--- src/rtl/clk_div_pkg.sv ---
`default_nettype none
// ============================================================================
//  Module   : clk_div_pkg
//  Purpose  : Shared definitions for the programmable clock divider:
//             controller state encoding, reset-time ratio defaults and the
//             config validity check used by the handshake logic.
//  Revision : 1.0 - initial release
// ============================================================================
package clk_div_pkg;

    // Ratio loaded into the active registers by reset (33% duty).
    localparam int DIV_DEF_PERIOD = 6;
    localparam int DIV_DEF_HIGH   = 2;

    // Width used by the validity check. Config fields are zero-extended to
    // this width, so the comparisons keep their unsigned CNT_W meaning.
    localparam int CFG_CHK_W = 32;

    // Controller states.
    typedef enum logic [1:0] {
        ST_IDLE = 2'd0,
        ST_RUN  = 2'd1,
        ST_STOP = 2'd2
    } div_state_e;

    // A ratio is usable only if it has at least one high and one low cycle.
    function automatic logic cfg_is_valid(
        input logic [CFG_CHK_W-1:0] period,
        input logic [CFG_CHK_W-1:0] high
    );
        return (period >= 32'd2) && (high >= 32'd1) && (high < period);
    endfunction

endpackage
`default_nettype wire

--- src/rtl/clk_div_core.sv ---
`default_nettype none
// ============================================================================
//  Module   : clk_div_core
//  Purpose  : Divider datapath. Owns the in-period cycle counter and the
//             registered divided clock. Reports when the counter sits on the
//             last cycle of the current period. Period/high values and the
//             run enable come from the controller.
//  Revision : 1.0 - initial release
// ============================================================================
module clk_div_core #(
    parameter int CNT_W = 8
) (
    input  logic             clk_in,
    input  logic             rst,
    input  logic             active,      // controller is RUN or STOP this cycle
    input  logic             active_nxt,  // controller is RUN or STOP next cycle
    input  logic [CNT_W-1:0] act_period,  // period in force this cycle
    input  logic [CNT_W-1:0] nxt_high,    // high time in force next cycle
    output logic             at_last,     // counter is on the final cycle of the period
    output logic             clk_out
);

    logic [CNT_W-1:0] cnt_q;
    logic [CNT_W-1:0] cnt_d;
    logic [CNT_W-1:0] cnt_inc;
    logic             clk_out_q;
    logic             clk_out_d;

    // The only arithmetic in the divider; the wrap test reuses the increment
    // so no subtraction from the period is needed.
    assign cnt_inc = cnt_q + CNT_W'(1);
    assign at_last = (cnt_inc == act_period);

    // Next count and next clock level. A fresh start, a wrap and a return to
    // idle all reload zero; clk_out follows the count it will be paired with,
    // using the high time that will be active on that same cycle.
    always_comb begin
        cnt_d = '0;
        if (active_nxt && active && !at_last) begin
            cnt_d = cnt_inc;
        end
        clk_out_d = active_nxt && (cnt_d < nxt_high);
    end

    // Counter and divided-clock registers.
    always_ff @(posedge clk_in) begin
        if (rst) begin
            cnt_q     <= '0;
            clk_out_q <= 1'b0;
        end else begin
            cnt_q     <= cnt_d;
            clk_out_q <= clk_out_d;
        end
    end

    assign clk_out = clk_out_q;

endmodule
`default_nettype wire

--- src/rtl/clk_div_sched.sv ---
`default_nettype none
// ============================================================================
//  Module   : clk_div_sched
//  Purpose  : Run-time controller for a programmable integer clock divider.
//             Accepts new period/high ratios over valid/ready, holds them in
//             a one-deep pending slot and applies them only at period
//             boundaries (or immediately when idle), so clk_out never shows
//             runt or stretched pulses. Sequences clean start/stop.
//  Options  : DIV_PERIOD_CNT_EN - adds period_count[15:0], a count of
//             completed periods since the last start.
//  Revision : 1.0 - initial release
// ============================================================================
module clk_div_sched
    import clk_div_pkg::*;
#(
    parameter int CNT_W      = 8,
    parameter int DEF_PERIOD = DIV_DEF_PERIOD,
    parameter int DEF_HIGH   = DIV_DEF_HIGH
) (
    input  logic             clk_in,
    input  logic             rst,
    input  logic             cfg_valid,
    output logic             cfg_ready,
    input  logic [CNT_W-1:0] cfg_period,
    input  logic [CNT_W-1:0] cfg_high,
    input  logic             run,
    output logic             clk_out,
    output logic             period_tick,
    output logic             cfg_err,
    output logic             busy
`ifdef DIV_PERIOD_CNT_EN
    ,
    output logic [15:0]      period_count
`endif
);

    div_state_e       state_q;
    div_state_e       state_d;

    logic [CNT_W-1:0] act_period_q;
    logic [CNT_W-1:0] act_period_d;
    logic [CNT_W-1:0] act_high_q;
    logic [CNT_W-1:0] act_high_d;
    logic [CNT_W-1:0] pend_period_q;
    logic [CNT_W-1:0] pend_period_d;
    logic [CNT_W-1:0] pend_high_q;
    logic [CNT_W-1:0] pend_high_d;
    logic             pend_valid_q;
    logic             pend_valid_d;
    logic             cfg_err_q;
    logic             cfg_err_d;

    logic             active;
    logic             active_nxt;
    logic             at_last;
    logic             tick;
    logic             accept;
    logic             cfg_ok;
    logic             apply;

    assign active     = (state_q != ST_IDLE);
    assign active_nxt = (state_d != ST_IDLE);
    assign tick       = active && at_last;

    // The slot is one deep: a held ratio blocks further offers until applied.
    assign cfg_ready  = !pend_valid_q;
    assign accept     = cfg_valid && cfg_ready;
    assign cfg_ok     = cfg_is_valid(CFG_CHK_W'(cfg_period), CFG_CHK_W'(cfg_high));

    // Held ratio takes effect at once when idle, otherwise on the wrap edge
    // that closes the current period. A ratio captured during the tick cycle
    // is not yet in the slot, so it waits for the following boundary.
    assign apply      = pend_valid_q && (!active || tick);

    // Start/stop sequencing. Stopping never cuts a period short: run is
    // only honoured at the boundary, and raising it again before the
    // boundary resumes without a gap.
    always_comb begin
        state_d = state_q;
        case (state_q)
            ST_IDLE: begin
                if (run) begin
                    state_d = ST_RUN;
                end
            end
            ST_RUN: begin
                if (!run) begin
                    state_d = tick ? ST_IDLE : ST_STOP;
                end
            end
            ST_STOP: begin
                if (run) begin
                    state_d = ST_RUN;
                end else if (tick) begin
                    state_d = ST_IDLE;
                end
            end
            default: begin
                state_d = ST_IDLE;
            end
        endcase
    end

    // Controller state register.
    always_ff @(posedge clk_in) begin
        if (rst) begin
            state_q <= ST_IDLE;
        end else begin
            state_q <= state_d;
        end
    end

    // Handshake capture, validity screening and pending-to-active transfer.
    // Invalid ratios complete the handshake but never occupy the slot.
    always_comb begin
        act_period_d  = act_period_q;
        act_high_d    = act_high_q;
        pend_period_d = pend_period_q;
        pend_high_d   = pend_high_q;
        pend_valid_d  = pend_valid_q;
        cfg_err_d     = accept && !cfg_ok;

        if (apply) begin
            act_period_d = pend_period_q;
            act_high_d   = pend_high_q;
            pend_valid_d = 1'b0;
        end

        if (accept && cfg_ok) begin
            pend_period_d = cfg_period;
            pend_high_d   = cfg_high;
            pend_valid_d  = 1'b1;
        end
    end

    // Active ratio, pending slot and error pulse registers.
    always_ff @(posedge clk_in) begin
        if (rst) begin
            act_period_q  <= CNT_W'(DEF_PERIOD);
            act_high_q    <= CNT_W'(DEF_HIGH);
            pend_period_q <= '0;
            pend_high_q   <= '0;
            pend_valid_q  <= 1'b0;
            cfg_err_q     <= 1'b0;
        end else begin
            act_period_q  <= act_period_d;
            act_high_q    <= act_high_d;
            pend_period_q <= pend_period_d;
            pend_high_q   <= pend_high_d;
            pend_valid_q  <= pend_valid_d;
            cfg_err_q     <= cfg_err_d;
        end
    end

    // The tick compare uses the ratio in force now; clk_out pairs with the
    // ratio that will be in force after this edge.
    clk_div_core #(
        .CNT_W (CNT_W)
    ) u_core (
        .clk_in     (clk_in),
        .rst        (rst),
        .active     (active),
        .active_nxt (active_nxt),
        .act_period (act_period_q),
        .nxt_high   (act_high_d),
        .at_last    (at_last),
        .clk_out    (clk_out)
    );

    assign period_tick = tick;
    assign cfg_err     = cfg_err_q;
    assign busy        = active;

`ifdef DIV_PERIOD_CNT_EN
    logic [15:0] period_count_q;
    logic [15:0] period_count_d;

    // Completed-period counter: restarts on each start, bumps on every
    // boundary edge, and rolls over naturally at 16 bits.
    always_comb begin
        period_count_d = period_count_q;
        if (!active && active_nxt) begin
            period_count_d = '0;
        end else if (tick) begin
            period_count_d = period_count_q + 16'd1;
        end
    end

    // Completed-period counter register.
    always_ff @(posedge clk_in) begin
        if (rst) begin
            period_count_q <= '0;
        end else begin
            period_count_q <= period_count_d;
        end
    end

    assign period_count = period_count_q;
`endif

endmodule
`default_nettype wire
--- config.mk ---
export PLATFORM = sky130hd
export DESIGN_NAME = clk_div_sched
export DESIGN_NICKNAME = d
export VERILOG_FILES = /design/src/rtl/clk_div_pkg.sv /design/src/rtl/clk_div_core.sv /design/src/rtl/clk_div_sched.sv
export SDC_FILE = /design/constraint.sdc
export NUM_CORES = 1
export LEC_CHECK = 0
export BUFFER_PORTS_ARGS = -buffer_cell sky130_fd_sc_hd__buf_2
export CAP_MARGIN = 20
export CORE_ASPECT_RATIO = 0.7
export CORE_MARGIN = 3
export CORE_UTILIZATION = 58
export CTS_CLUSTER_SIZE = 16
export DETAILED_ROUTE_END_ITERATION = 10
export GPL_ROUTABILITY_DRIVEN = 0
export GPL_TIMING_DRIVEN = 0
export PLACE_DENSITY = 0.79
export SYNTH_ARGS = -nofsm -noshare
export SYNTH_HDL_FRONTEND = slang
export SYNTH_SLANG_ARGS = --single-unit
--- constraint.sdc ---
create_clock -name clk_in -period 3.95 [get_ports clk_in]
set_input_delay 0.79 -clock clk_in [delete_from_list [all_inputs] [get_ports clk_in]]
set_output_delay 0.79 -clock clk_in [all_outputs]
set_load 0.05 [all_outputs]
# Yosys cells after proc, flatten, opt, wreduce, memory -nomap -nowiden
# Index checks and enable logic that the tools add are counted.
[op_classes]
n_eq_ne = 3
muxes = 10
addsub = 1
reduce_logical = 19
order_cmp = 4
[ops]
columns = ["op", "count"]
rows = [
  ["$lt A8 B8 Y1", 2],
  ["$mux W8", 2],
  ["$logic_and A1 B1 Y1", 10],
  ["$mux W2", 5],
  ["$add A8 B1 Y8 const B", 1],
  ["$eq A8 B8 Y1", 1],
  ["$ge A8 B1 Y1 const B", 1],
  ["$ge A8 B2 Y1 const B", 1],
  ["$pmux W2 S3", 1],
  ["$reduce_bool A2 Y1", 3],
  ["$logic_not A1 Y1", 4],
  ["$eq A2 B1 Y1 const B", 1],
  ["$eq A2 B2 Y1 const B", 1],
  ["$logic_not A2 Y1", 1],
  ["$mux W1", 2],
  ["$logic_or A1 B1 Y1", 1],
]
[word_totals]
output_inout_bits = 5
wordCells = 46
regBits = 45
in_bits = 20

# Logic depth before layout (Yosys ltp)
[logic_depth]
depth_word = 12
mapped_depth = 14

# Modules after synthesis
# Synthesis repeated with hierarchy kept, for this count alone.
[unflattened]
cells_unflattened = 264
hier_area_um2 = 2481.1
[by_module_without_submodules]
columns = ["mod", "seq_area_each_um2", "instances", "area_per_inst_um2", "cells_per_inst"]
rows = [
  ["clk_div_sched", 720.7, 1, 1707.9, 176],
  ["clk_div_core", 180.2, 1, 773.2, 88],
]

# Least setup slack after synthesis
# OpenSTA, ideal clock, no wires.
[synth_timing]
path_type = "reg2reg"
start = "reg u_core.cnt_q[0]"
end = "reg u_core.clk_out_q, in the netlist u_core.clk_out"
path_stages_with_launch = 13
arrival_time_ns = 2.986
synth_period_minus_slack_ns = 3.056
path_slack_ns = 0.894
path_cell_list = "dfxtp_1 -> ha_1 -> xnor2_1 -> xor2_1 -> and4_1 -> nand3_4 -> a21oi_4 -> buf_12 -> mux2i_1 -> ha_1 -> a211o_1 -> a211o_1 -> a21oi_1"
[synth_via]
elab_chain_cells = 12
word_cells_on_any_way = 18
[synth_rtl]
columns = ["item", "line_no", "text"]
rows = [
  ["start, declared", "clk_div_core.sv:23", "logic [CNT_W-1:0] cnt_q;"],
  ["start signal, assigned", "clk_div_core.sv:51", "cnt_q <= cnt_d;"],
  ["$add A8 B1 Y8 *", "clk_div_core.sv:31", "assign cnt_inc = cnt_q + CNT_W'(1);"],
  ["$eq A8 B8 Y1", "clk_div_core.sv:32", "assign at_last = (cnt_inc == act_period);"],
  ["$logic_and A1 B1 Y1", "clk_div_sched.sv:63", "assign tick = active && at_last;"],
  ["$mux W2, on equally long branches", "clk_div_sched.sv:94, clk_div_sched.sv:88", ""],
  ["$mux W2, on equally long branches", "clk_div_sched.sv:92, clk_div_sched.sv:87", ""],
  ["$pmux W2 S3", "clk_div_sched.sv:80", "case (state_q)"],
  ["$reduce_bool A2 Y1", "clk_div_sched.sv:62", "assign active_nxt = (state_d != ST_IDLE);"],
  ["$logic_and A1 B1 Y1 (2 in a row)", "clk_div_core.sv:39", "if (active_nxt && active && !at_last) begin"],
  ["$mux W8", "clk_div_core.sv:39", ""],
  ["$lt A8 B8 Y1", "clk_div_core.sv:42", "clk_out_d = active_nxt && (cnt_d < nxt_high);"],
  ["$logic_and A1 B1 Y1 *", "clk_div_core.sv:42", ""],
  ["end signal, assigned", "clk_div_core.sv:52", "clk_out_q <= clk_out_d;"],
  ["end, declared", "clk_div_core.sv:26", "logic clk_out_q;"],
]
# Mark *: on every way between the ends. The rest lies on a longest branch, timed or not.
# A chain may end at the register's enable or synchronous reset.

# Final worst setup path
# Ends and elaborated chain as after synthesis.

==> summary.md <==
| Metric | Value |
|---|---|
| Core ar. | `3650 um2` |
| Post-synthesis cell count | `241` |
| Warnings, synthesis | `0` |
| PwrDens | `360 nW/um2` |
| Min-Delay Path Class | `reg -> reg` |
| Crit path max fanout | `8` |
| Multi-input gate area in the final layout | `1280 um2` |
| Final period utilization | `0.884` |
| Die area | `4740 um2` |
| TritonCTS clock tree | `done` |
| Post-DP Area | `2460 um2` |
| Critical path arrival | `3.72 ns` |
| Layout cell share with drive strength beyond 1 | `0.162` |
| Slew Limit Fails | `0` |
| Peak supply drop | `0.332 mV` |
| Global route overflow | `0` |
| Total vias in the final route | `1,707` |
| Status | `completed` |
| CP peak stage delay | `0.41 ns` |
| Net count reported at finish | `306` |
| Port bufs | `23` |
| Final Core Density | `0.698` |
| Syn-to-layout area delta | `11.6%` |
| RSZ-0062 raised after global routing | `no` |
| Hold_buf cts | `0` |
| Synth top area share | `0.395` |
| Unique masters post-synth | `42` |
| Sequential fraction of the synthesis area | `0.395` |
| Post-cts gate resize count | `0` |
| # DRC | `0` |
| CP Class | `reg -> reg` |
| Maxcap violations | `0` |
| Initial DRT Pass Iterations | `4` |
| Slowest-stage cell, CP | `a21oi_4` |
| Measured slew at the worst slew-check pin | `0.542 ns` |
| FMAX | `286 MHz` |
| All-Layer GR Usage | `0.220` |
| Pwr Total | `917 uW` |
| FF/Latch Area | `901 um2` |
| Pre-CTS setup slack | `0.506 ns` |
| Largest cells by area after synthesis | `dfxtp_1, mux2i_1, nor2_1` |
| Cell row count | `18` |
| Layout Skew | `0.00696 ns` |
| Die Ht | `58.5 um` |
| Commonest non-fill, non-tap cells in the layout | `nor2_1, dfxtp_1, mux2i_1` |
| Crit path cell chain | `ha_1, xnor2_1, xor2_1, and4_1, nand3_4, a21oi_4, mux2i_1, ha_1, a21oi_1, nor2b_1, o21ai_0, o211ai_1, a21oi_1` |
| Via density | `5.32` |
| Detail Placement HPWL | `3.56 mm` |
| DRT iter0 DRCs | `92` |
| Clk slew on worst S/H paths | `0.08 ns` |
| Cts bufs inserted | `5` |
| Worst Setup Slack, final | `0.459 ns` |
| Boundary Pins | `25` |
| Critical Path RT | `4.18 ns` |
| Initial Utilization | `0.626` |
| H-Tree Depth | `2` |
| Clk root buf | `clkbuf_8` |
| Final Hold Fails | `0` |
| Synthesized area per cell | `9.47 um2` |
| Commonest non-fill, non-tap cell in the layout | `nor2_1` |
| Post-DR wirelength/cell | `14.3 um` |
| Final instance area | `2550 um2` |
| Min Clock Period, post-route | `3.49 ns` |
| WP buf/inv | `0` |
| Die width | `81.0 um` |
| CTS Buffer Depth | `2` |
| Synth area leader | `dfxtp_1` |
| WL final | `4.60 mm` |
| Element type at the critical path end | `flop` |
| Syn nets | `276` |
| Final setup vio count | `0` |
| Worst-Skew Late Latency | `0.30 ns` |
| Initial antenna violation count | `0` |
| Mapped Area | `2280 um2` |
| Fillers | `310` |
| DRT antenna net count | `0` |
| Vias in the first global route | `1,583` |
| Global-route wire length before repair | `7.69 mm` |
| Crit path max-delay family | `compound AO/OA/AOI/OAI gates` |
| Number of synthesized register bits | `45` |
| CP Launch Type | `flop` |
| Leakage | `0.00112 uW` |
| Setup TNS | `0 ns` |
| TritonCTS Sinks | `45` |
| Largest net degree at the start of global routing | `13` |
| Post-CTS setup buffer count | `0` |
| Max-slew headroom | `0.639` |
| Diode count | `0` |
sequential cells by signal, summed over array words and instances, names as in the netlist:
register / cells
state_q: 2
cfg_err: 1
pend_valid_q: 1
pend_period_q: 8
u_core.cnt_q: 8
u_core.clk_out: 1
act_period_q: 8
pend_high_q: 8
act_high_q: 8
metrics by stage:
| stage | std cells | hold WS, ns |
|---|---|---|
| after floorplan | 241 | 0.435 |
| after global placement | 314 | 0.462 |
| after detailed placement | 314 | 0.467 |
| after CTS | 321 | 0.480 |
| after global routing | 321 | 0.500 |
| final | 321 | 0.475 |
where the power goes:
part	total (uW)	switching [uW]	internal (uW)
Clock	291	152	139
Combinational	140	82.0	58.1
Sequential	485	11.5	474
worst paths after layout:
| kind | from | to | slack [ns] | cells after the start |
|---|---|---|---|---|
| setup reg to reg | u_core.cnt_q[0] | u_core.clk_out | 0.46 | 13 |
| hold / removal | pend_period_q[2] | act_period_q[2] | 0.47 | 1 |
| hold reg to reg | pend_period_q[2] | act_period_q[2] | 0.47 | 1 |
| setup / recovery | u_core.cnt_q[0] | u_core.clk_out | 0.46 | 13 |
logic make-up (layout without fill, tap and decap cells):
group | Yosys count | in the layout | synth area share
xor gates and xnor gates | 17 | 17 | 0.0746
buffers and inverters | 19 | 49 | 0.0428
and+or+nand+nor | 90 | 90 | 0.191
muxes | 30 | 30 | 0.132
adders and majority gates | 15 | 15 | 0.0822
AOI/OAI and AO/OA | 25 | 25 | 0.0822
DFF | 45 | 45 | 0.395
synth_stat cells:
cell type,count
a21oi_1,8
and4_1,1
xnor3_1,1
or2_2,1
a221oi_1,1
nor2_2,1
dfxtp_1,45
nand2_1,5
and3_1,3
a211o_1,4
nand2_2,1
nand3_1,5
mux2i_1,29
nor4_1,3
nand2b_1,3
buf_2,2
nor3_1,1
nand3_2,1
buf_6,1
nand3_4,1
a31o_2,1
o21ai_0,4
and2_1,1
or3_4,1
a211oi_1,1
nor2_1,53
mux2_2,1
xnor2_2,1
buf_12,1
xor2_1,7
nor3b_1,1
and3b_1,1
o211ai_1,2
inv_1,10
clkbuf_1,5
a21oi_4,1
nor2b_1,3
nand4_1,4
xnor2_1,8
a21o_1,2
a22oi_4,1
ha_1,15
cell type report:
class,instances,share of cell area
multi-input combinational,177,0.504
buffer,9,0.0236
sequential,45,0.354
tap,50,0.0246
clock buffer,7,0.0339
inverter,10,0.0147
timing repair buffer,23,0.0452
worst register-to-register path: stages, from the launching register on:
cell and delay, ns:
dfxtp_1 0.38, ha_1 0.29, xnor2_1 0.32, xor2_1 0.16, and4_1 0.26, nand3_4 0.13, a21oi_4 0.41, mux2i_1 0.38
ha_1 0.31, a21oi_1 0.13, nor2b_1 0.06, o21ai_0 0.29, o211ai_1 0.14, a21oi_1 0.16
metal layers:
layer / share of wire / track usage / up-vias
met3: 0.035 / 0.0459 / 6
li1: - / - / 885
met2: 0.40 / 0.299 / 30
met5: 0 / 0 / -
met4: 0.011 / 0.0795 / 0
met1: 0.55 / 0.338 / 786
Note: power is estimated with default switching activity, not from simulation.
